## src/rtl/busy_table_if.sv

```systemverilog
// busy_table_if: bundle types plus rename/issue/writeback/redirect port bundle for busy_table
package busy_table_pkg;
  typedef struct packed {
    logic [15:0] opid;
    logic [15:0] prda;
  } exe_bundle_t;
  typedef struct packed {
    logic [15:0] opid;
    logic [15:0] topid;
  } red_bundle_t;
endpackage

interface busy_table_if import busy_table_pkg::*; #(
  parameter int rwd = 2,
  parameter int iwd = 2,
  parameter int prsz = 64
);
  logic [rwd-1:0][15:0] alloc_opid;
  logic [rwd-1:0][15:0] alloc_prda;
  logic [rwd-1:0][1:0][15:0] query_prsa;
  logic [rwd-1:0][1:0] busy_resp;
  exe_bundle_t [iwd-1:0] exe_bundle;
  red_bundle_t red_bundle;
  logic [$clog2(prsz):0] busy_cnt;
  modport master(output alloc_opid, alloc_prda, query_prsa, exe_bundle, red_bundle, input busy_resp, busy_cnt);
  modport slave(input alloc_opid, alloc_prda, query_prsa, exe_bundle, red_bundle, output busy_resp, busy_cnt);
endinterface

```

## src/rtl/busy_table.sv

```systemverilog
// busy_table: physical-register busy bits set by rename, cleared by wakeup/redirect squash; BUSY_FWD_EN adds wakeup bypass and busy_cnt
module busy_table import busy_table_pkg::*; #(
  parameter int rwd = 2,
  parameter int iwd = 2,
  parameter int opsz = 64,
  parameter int prsz = 64
) (
  input logic clk,
  input logic rst,
  busy_table_if.slave bt
);
  localparam int aw = $clog2(prsz);
  localparam int ow = $clog2(opsz);
  logic [prsz-1:0] busy, busy_n, woke, avail;
  logic [ow:0] opid_q [prsz];
  logic [ow:0] opid_n [prsz];
  logic red_v;
  logic [ow-1:0] top, red_dist;
  logic unused_ok;
  assign unused_ok = ^{bt.alloc_opid, bt.alloc_prda, bt.query_prsa, bt.exe_bundle, bt.red_bundle};
  assign red_v = bt.red_bundle.opid[15];
  assign top = bt.red_bundle.topid[ow-1:0];
  assign red_dist = bt.red_bundle.opid[ow-1:0] - top + ow'(1);
  always_comb begin
    woke = '0;
    for (int j = 0; j < iwd; j++)
      if (bt.exe_bundle[j].opid[15]) woke[bt.exe_bundle[j].prda[aw-1:0]] = 1'b1;
  end
  always_comb begin
    busy_n = busy & ~woke;
    opid_n = opid_q;
    for (int r = 0; r < prsz; r++)
      if (red_v && opid_q[r][ow] && ow'(opid_q[r][ow-1:0] - top) >= red_dist) busy_n[r] = 1'b0;
    for (int i = 0; i < rwd; i++)
      if (!red_v && bt.alloc_opid[i][15] && |bt.alloc_prda[i][aw-1:0]) begin
        busy_n[bt.alloc_prda[i][aw-1:0]] = 1'b1;
        opid_n[bt.alloc_prda[i][aw-1:0]] = {1'b1, bt.alloc_opid[i][ow-1:0]};
      end
  end
  always_ff @(posedge clk)
    if (rst) begin
      busy <= '0;
      for (int r = 0; r < prsz; r++) opid_q[r] <= '0;
    end else begin
      busy <= busy_n;
      opid_q <= opid_n;
    end
`ifdef BUSY_FWD_EN
  logic [aw:0] cnt_n, cnt_q;
  assign avail = busy & ~woke;
  always_comb begin
    cnt_n = '0;
    for (int r = 0; r < prsz; r++) cnt_n = cnt_n + (aw+1)'(busy_n[r]);
  end
  always_ff @(posedge clk) cnt_q <= rst ? '0 : cnt_n;
  assign bt.busy_cnt = cnt_q;
`else
  assign avail = busy;
  assign bt.busy_cnt = '0;
`endif
  function automatic logic query(input logic [aw-1:0] r, input int i, input logic [prsz-1:0] b,
                                 input logic [rwd-1:0][15:0] ao, input logic [rwd-1:0][15:0] ap);
    logic v;
    v = b[r];
    for (int j = 0; j < i; j++)
      if (ao[j][15] && ap[j][aw-1:0] == r) v = 1'b1;
    return v && |r;
  endfunction
  always_comb begin
    bt.busy_resp = '0;
    for (int i = 0; i < rwd; i++)
      for (int k = 0; k < 2; k++)
        bt.busy_resp[i][k] = query(bt.query_prsa[i][k][aw-1:0], i, avail, bt.alloc_opid, bt.alloc_prda);
  end
endmodule

```

## src/flat_wrapper.sv

```systemverilog
// flat-port wrapper written by rule: the top's interface ports become plain ports
module busy_table_flat import busy_table_pkg::*;
#(
  parameter int rwd = 2,
  parameter int iwd = 2,
  parameter int opsz = 64,
  parameter int prsz = 64
)
  (clk, rst, bt_alloc_opid, bt_alloc_prda, bt_query_prsa, bt_exe_bundle, bt_red_bundle, bt_busy_resp, bt_busy_cnt);
  busy_table_if #(.rwd(rwd), .iwd(iwd), .prsz(prsz)) bt_i ();
  input logic clk;
  input logic rst;
  input wire logic [$bits(bt_i.alloc_opid)-1:0] bt_alloc_opid;
  input wire logic [$bits(bt_i.alloc_prda)-1:0] bt_alloc_prda;
  input wire logic [$bits(bt_i.query_prsa)-1:0] bt_query_prsa;
  input wire logic [$bits(bt_i.exe_bundle)-1:0] bt_exe_bundle;
  input wire logic [$bits(bt_i.red_bundle)-1:0] bt_red_bundle;
  output wire logic [$bits(bt_i.busy_resp)-1:0] bt_busy_resp;
  output wire logic [$bits(bt_i.busy_cnt)-1:0] bt_busy_cnt;
  assign bt_i.alloc_opid = bt_alloc_opid;
  assign bt_i.alloc_prda = bt_alloc_prda;
  assign bt_i.query_prsa = bt_query_prsa;
  assign bt_i.exe_bundle = bt_exe_bundle;
  assign bt_i.red_bundle = bt_red_bundle;
  assign bt_busy_resp = bt_i.busy_resp;
  assign bt_busy_cnt = bt_i.busy_cnt;
  busy_table #(.rwd(rwd), .iwd(iwd), .opsz(opsz), .prsz(prsz)) u_core (.clk(clk), .rst(rst), .bt(bt_i));
endmodule
```

## config.mk

```make
export PLATFORM = sky130hd
export DESIGN_NAME = busy_table_flat
export DESIGN_NICKNAME = d
export VERILOG_FILES = /design/src/rtl/busy_table_if.sv /design/src/rtl/busy_table.sv /design/src/flat_wrapper.sv
export SDC_FILE = /design/constraint.sdc
export NUM_CORES = 2
export LEC_CHECK = 0
export CAP_MARGIN = 20
export CELL_PAD_IN_SITES_DETAIL_PLACEMENT = 2
export CELL_PAD_IN_SITES_GLOBAL_PLACEMENT = 2
export CORE_MARGIN = 1
export CORE_UTILIZATION = 39
export DETAILED_ROUTE_END_ITERATION = 7
export HOLD_SLACK_MARGIN = 0.06
export PLACE_DENSITY = 0.9
export SLEW_MARGIN = 10
export SYNTH_ARGS = -nofsm -noshare
export SYNTH_HDL_FRONTEND = slang
export SYNTH_SLANG_ARGS = --single-unit
```

## constraint.sdc

```tcl
create_clock -name clk -period 9.44 [get_ports clk]
set_input_delay 1.888 -clock clk [delete_from_list [all_inputs] [get_ports clk]]
set_output_delay 1.888 -clock clk [all_outputs]
set_load 0.03 [all_outputs]
```

==> results.cfg <==
[clock_tree]
clkSinkCount = 512
cts_hold_buffers = 0
clk_latency_ns = 0.71
cts_setup_buffers = 0
cts_root_buf = clkbuf_16
clockBufferDepth = 3
htree_levels = 3
numCtsBuffers = 67
clk_pin_slew_ns = 0.06
cts_tree = done
cts_resized = 0

[synth]
synth-main-ff-cell = dfxtp_1
synth-seq-cells = 512
synth_cells = 5282
synthArstFlopShare_pct = 0
yosys_warnings = 0
ys_seq_area_share_pct = 22.2
synthesis.area_um2 = 46200
yosys.area.top_type_share_pct = 22.2
synth_area_leaders = dfxtp_1 (22%), ha_1 (16%), mux2i_1 (4.0%)
yosys.area.top_type = dfxtp_1
ys_types = 82
syn_area_per_cell_um2 = 8.75
synth-edff-count = 0

[critical_path]
cp_data_arrival_time_ns = 5.84
end_kind = output port
slowest_delay_ns = 1.11
crit_cells = 9
cp_top_family = buffers and inverters
cp_cell_sequence = clkdlybuf4s50_1 > buf_4 > mux4_2 > and2_1 > a211oi_1 > a21oi_1 > o311ai_0 > a21oi_1 > clkdlybuf4s50_1
path_buf_inv = 3
rr_worst_depth = 10
cp_max_fo = 10
r2r_setup_slack_ns = 6.06
path_class = in2out
slowest_stage = clkdlybuf4s50_1
startpoint_type = input port
cp_data_required_time_ns = 7.55

[sta]
period_needed_ns = 7.73
setup_slack_ns = 1.71
finalSetupViolCount = 0
fin_skew_ns = 0.0411
hold_viol_final = 0
rsz0062_at_grt = false
relSlewSlack_pct = 5.21
fin_crit_sh_pct = 81.8
finalMaxSlewViolations = 0
worst_pin_slew_ns = 1.42
fmax_mhz = 129
finalSetupTns_ns = 0

[drt]
drt_wl_total_um = 248000
post_drt_wl_per_cell_um = 36.8
final_antenna_net_count = 0
drc = 27
vias = 49300
drtIter0Drc = 5798
avgViaCountPerCell = 7.29
dr.pass1.iters = 8

[job]
drv_cap = 0

[power]
leakage_uw = 0.0194
powerDensity_nw_per_um2 = 144
ir_drop_mv = 0.131

[die]
start_util_pct = 39.6
io_pins = 237
row_count = 125
die_h_um = 346
fp.dieArea_um2 = 120000
die_w_um = 346
design.core.area_um2 = 117000

[status]
status = finished, violations left
violations = DRC

[min_path]
hp-class = reg2reg
worstHoldPathCells = 2

[global_routing]
grt_pass1_vias = 54400
track_usage_pct = 39.9
grt_max_degree = 194
grt-ovfl-total = 0
grt_antenna_before_repair = 36
grt_pass1_wl_um = 361000

[finish]
drive_above_1_share_pct = 6.87
syn_to_final_growth_pct = 8.74
fin_nets = 6034

[place]
place.gp.congestion = 0.980
io_buffers = 82
dp_slack_ns = 1.88
dpl.hpwl_um = 142000
-- path summary, 6_finish.rpt --
path	start	end
min reg2reg	u_core.opid_q[441]	u_core.opid_q[441]
max	bt_query_prsa[48]	bt_busy_resp[3]
max reg2reg	u_core.opid_q[308]	u_core.avail[19]
min	u_core.opid_q[441]	u_core.opid_q[441]
-- routing by layer --
metal  up-vias  routed length, um  GRT usage [%]
met4        30              23000           33.7
li1      19300                  -              -
met1     24500              86000           42.5
met3      1650              27400           13.7
met2      3711             112000           63.6
met5         -                256          0.920
-- per-stage QoR --
stage / instance area, um^2 / utilization (%) / power, uW / hold slack [ns] / cells
global route: 50200 / 43.0 / 7340 / 0.482 / 6745
floorplan: 46300 / - / 3460 / 0.414 / 5288
global placement: 47900 / 41.0 / 4050 / 0.426 / 6609
detailed placement: 47900 / 41.0 / 4230 / 0.441 / 6609
finish: 50300 / 43.0 / 7220 / 0.461 / 6757
CTS: 50200 / 42.9 / 7100 / 0.458 / 6728
-- worst register-to-register path: cells and delay by family, from the launching register on --
family / cells / cell delay, ns
AO/OA/AOI/OAI: 3 / 0.89
flip-flops: 1 / 0.38
buffers and inverters: 2 / 0.17
adder cells (fa/ha/maj): 5 / 1.86
-- cells in the final DEF (no fill, tap or decap), drive strengths merged, types with 22 or more instances in the layout --
cell | synthesis | layout
a22oi | 31 | 31
a31oi | 37 | 37
a211oi | 237 | 237
maj3 | 128 | 128
xnor2 | 138 | 138
o221ai | 38 | 38
o22a | 22 | 22
xor2 | 136 | 136
nand3 | 269 | 269
a21oi | 165 | 165
a311oi | 205 | 205
nor2 | 485 | 485
mux2i | 186 | 186
clkbuf | 211 | 96
nor3 | 96 | 96
nand2 | 353 | 353
and2 | 78 | 78
o2111a | 63 | 63
buf | 139 | 85
o21a | 65 | 65
fa | 65 | 65
clkdlybuf4s50 | 0 | 66
diode | 0 | 25
o31ai | 63 | 63
dfxtp | 512 | 512
o21bai | 63 | 63
o21ai | 226 | 226
inv | 206 | 208
a21o | 96 | 96
a41oi | 23 | 23
ha | 585 | 585
nor2b | 84 | 84
nand2b | 75 | 75
mux4 | 72 | 72
a211o | 65 | 65
-- cell families (layout without fill, tap and decap cells) --
| kind of cell | after synthesis | count (layout) | synth area share (%) |
|---|---|---|---|
| and+or+nand+nor | 1487 | 1487 | 15.4 |
| AOI/OAI and AO/OA | 1410 | 1410 | 22.3 |
| adders and majority gates | 778 | 778 | 21.4 |
| buffers and inverters | 557 | 477 | 5.32 |
| DFF | 512 | 512 | 22.2 |
| xor gates and xnor gates | 274 | 274 | 5.73 |
| muxes | 263 | 263 | 7.70 |
| other | 1 | 32 | 0.00811 |
-- registers in the layout, indices dropped and copies added, names as in the netlist --
| register | cells |
|---|---|
| u_core.avail | 64 |
| u_core.opid_q | 448 |
-- synth_stat cells, types with 53 or more instances --
cell and number:
o31ai_1 63, a211oi_1 237, a311oi_1 199, inv_1 206, mux2i_1 186, nand2_1 353, xor2_1 105, nor3_1 75
a21oi_1 164, nand2b_1 75, and2_1 77, nor2b_1 84, maj3_1 126, ha_1 585, a211o_1 65, nor2_1 478
nand3_1 268, buf_2 53, o2111a_1 63, mux4_2 66, o21ai_0 195, o21bai_1 63, clkbuf_1 211, fa_1 65
xnor2_1 137, dfxtp_1 512, a21o_1 96, o21a_1 65
-- power breakdown --
part | switching (uW) | total, uW | internal (uW)
registers | 35.7 | 2210 | 2180
logic | 1450 | 2190 | 734
clock network | 1220 | 2820 | 1600
total | 2710 | 7220 | 4510
-- area by class of cell --
cell class,instances,area (um^2)
inverters,207,795
clock inverters,23,233
well taps,1524,1910
diodes,25,62.6
repair buffers,151,1360
fillers,12400,66600
multi-input cells,4219,33700
flip-flops and latches,512,10200
clock buffers,96,2020
No activity file was read; power rests on OpenSTA's default activity.
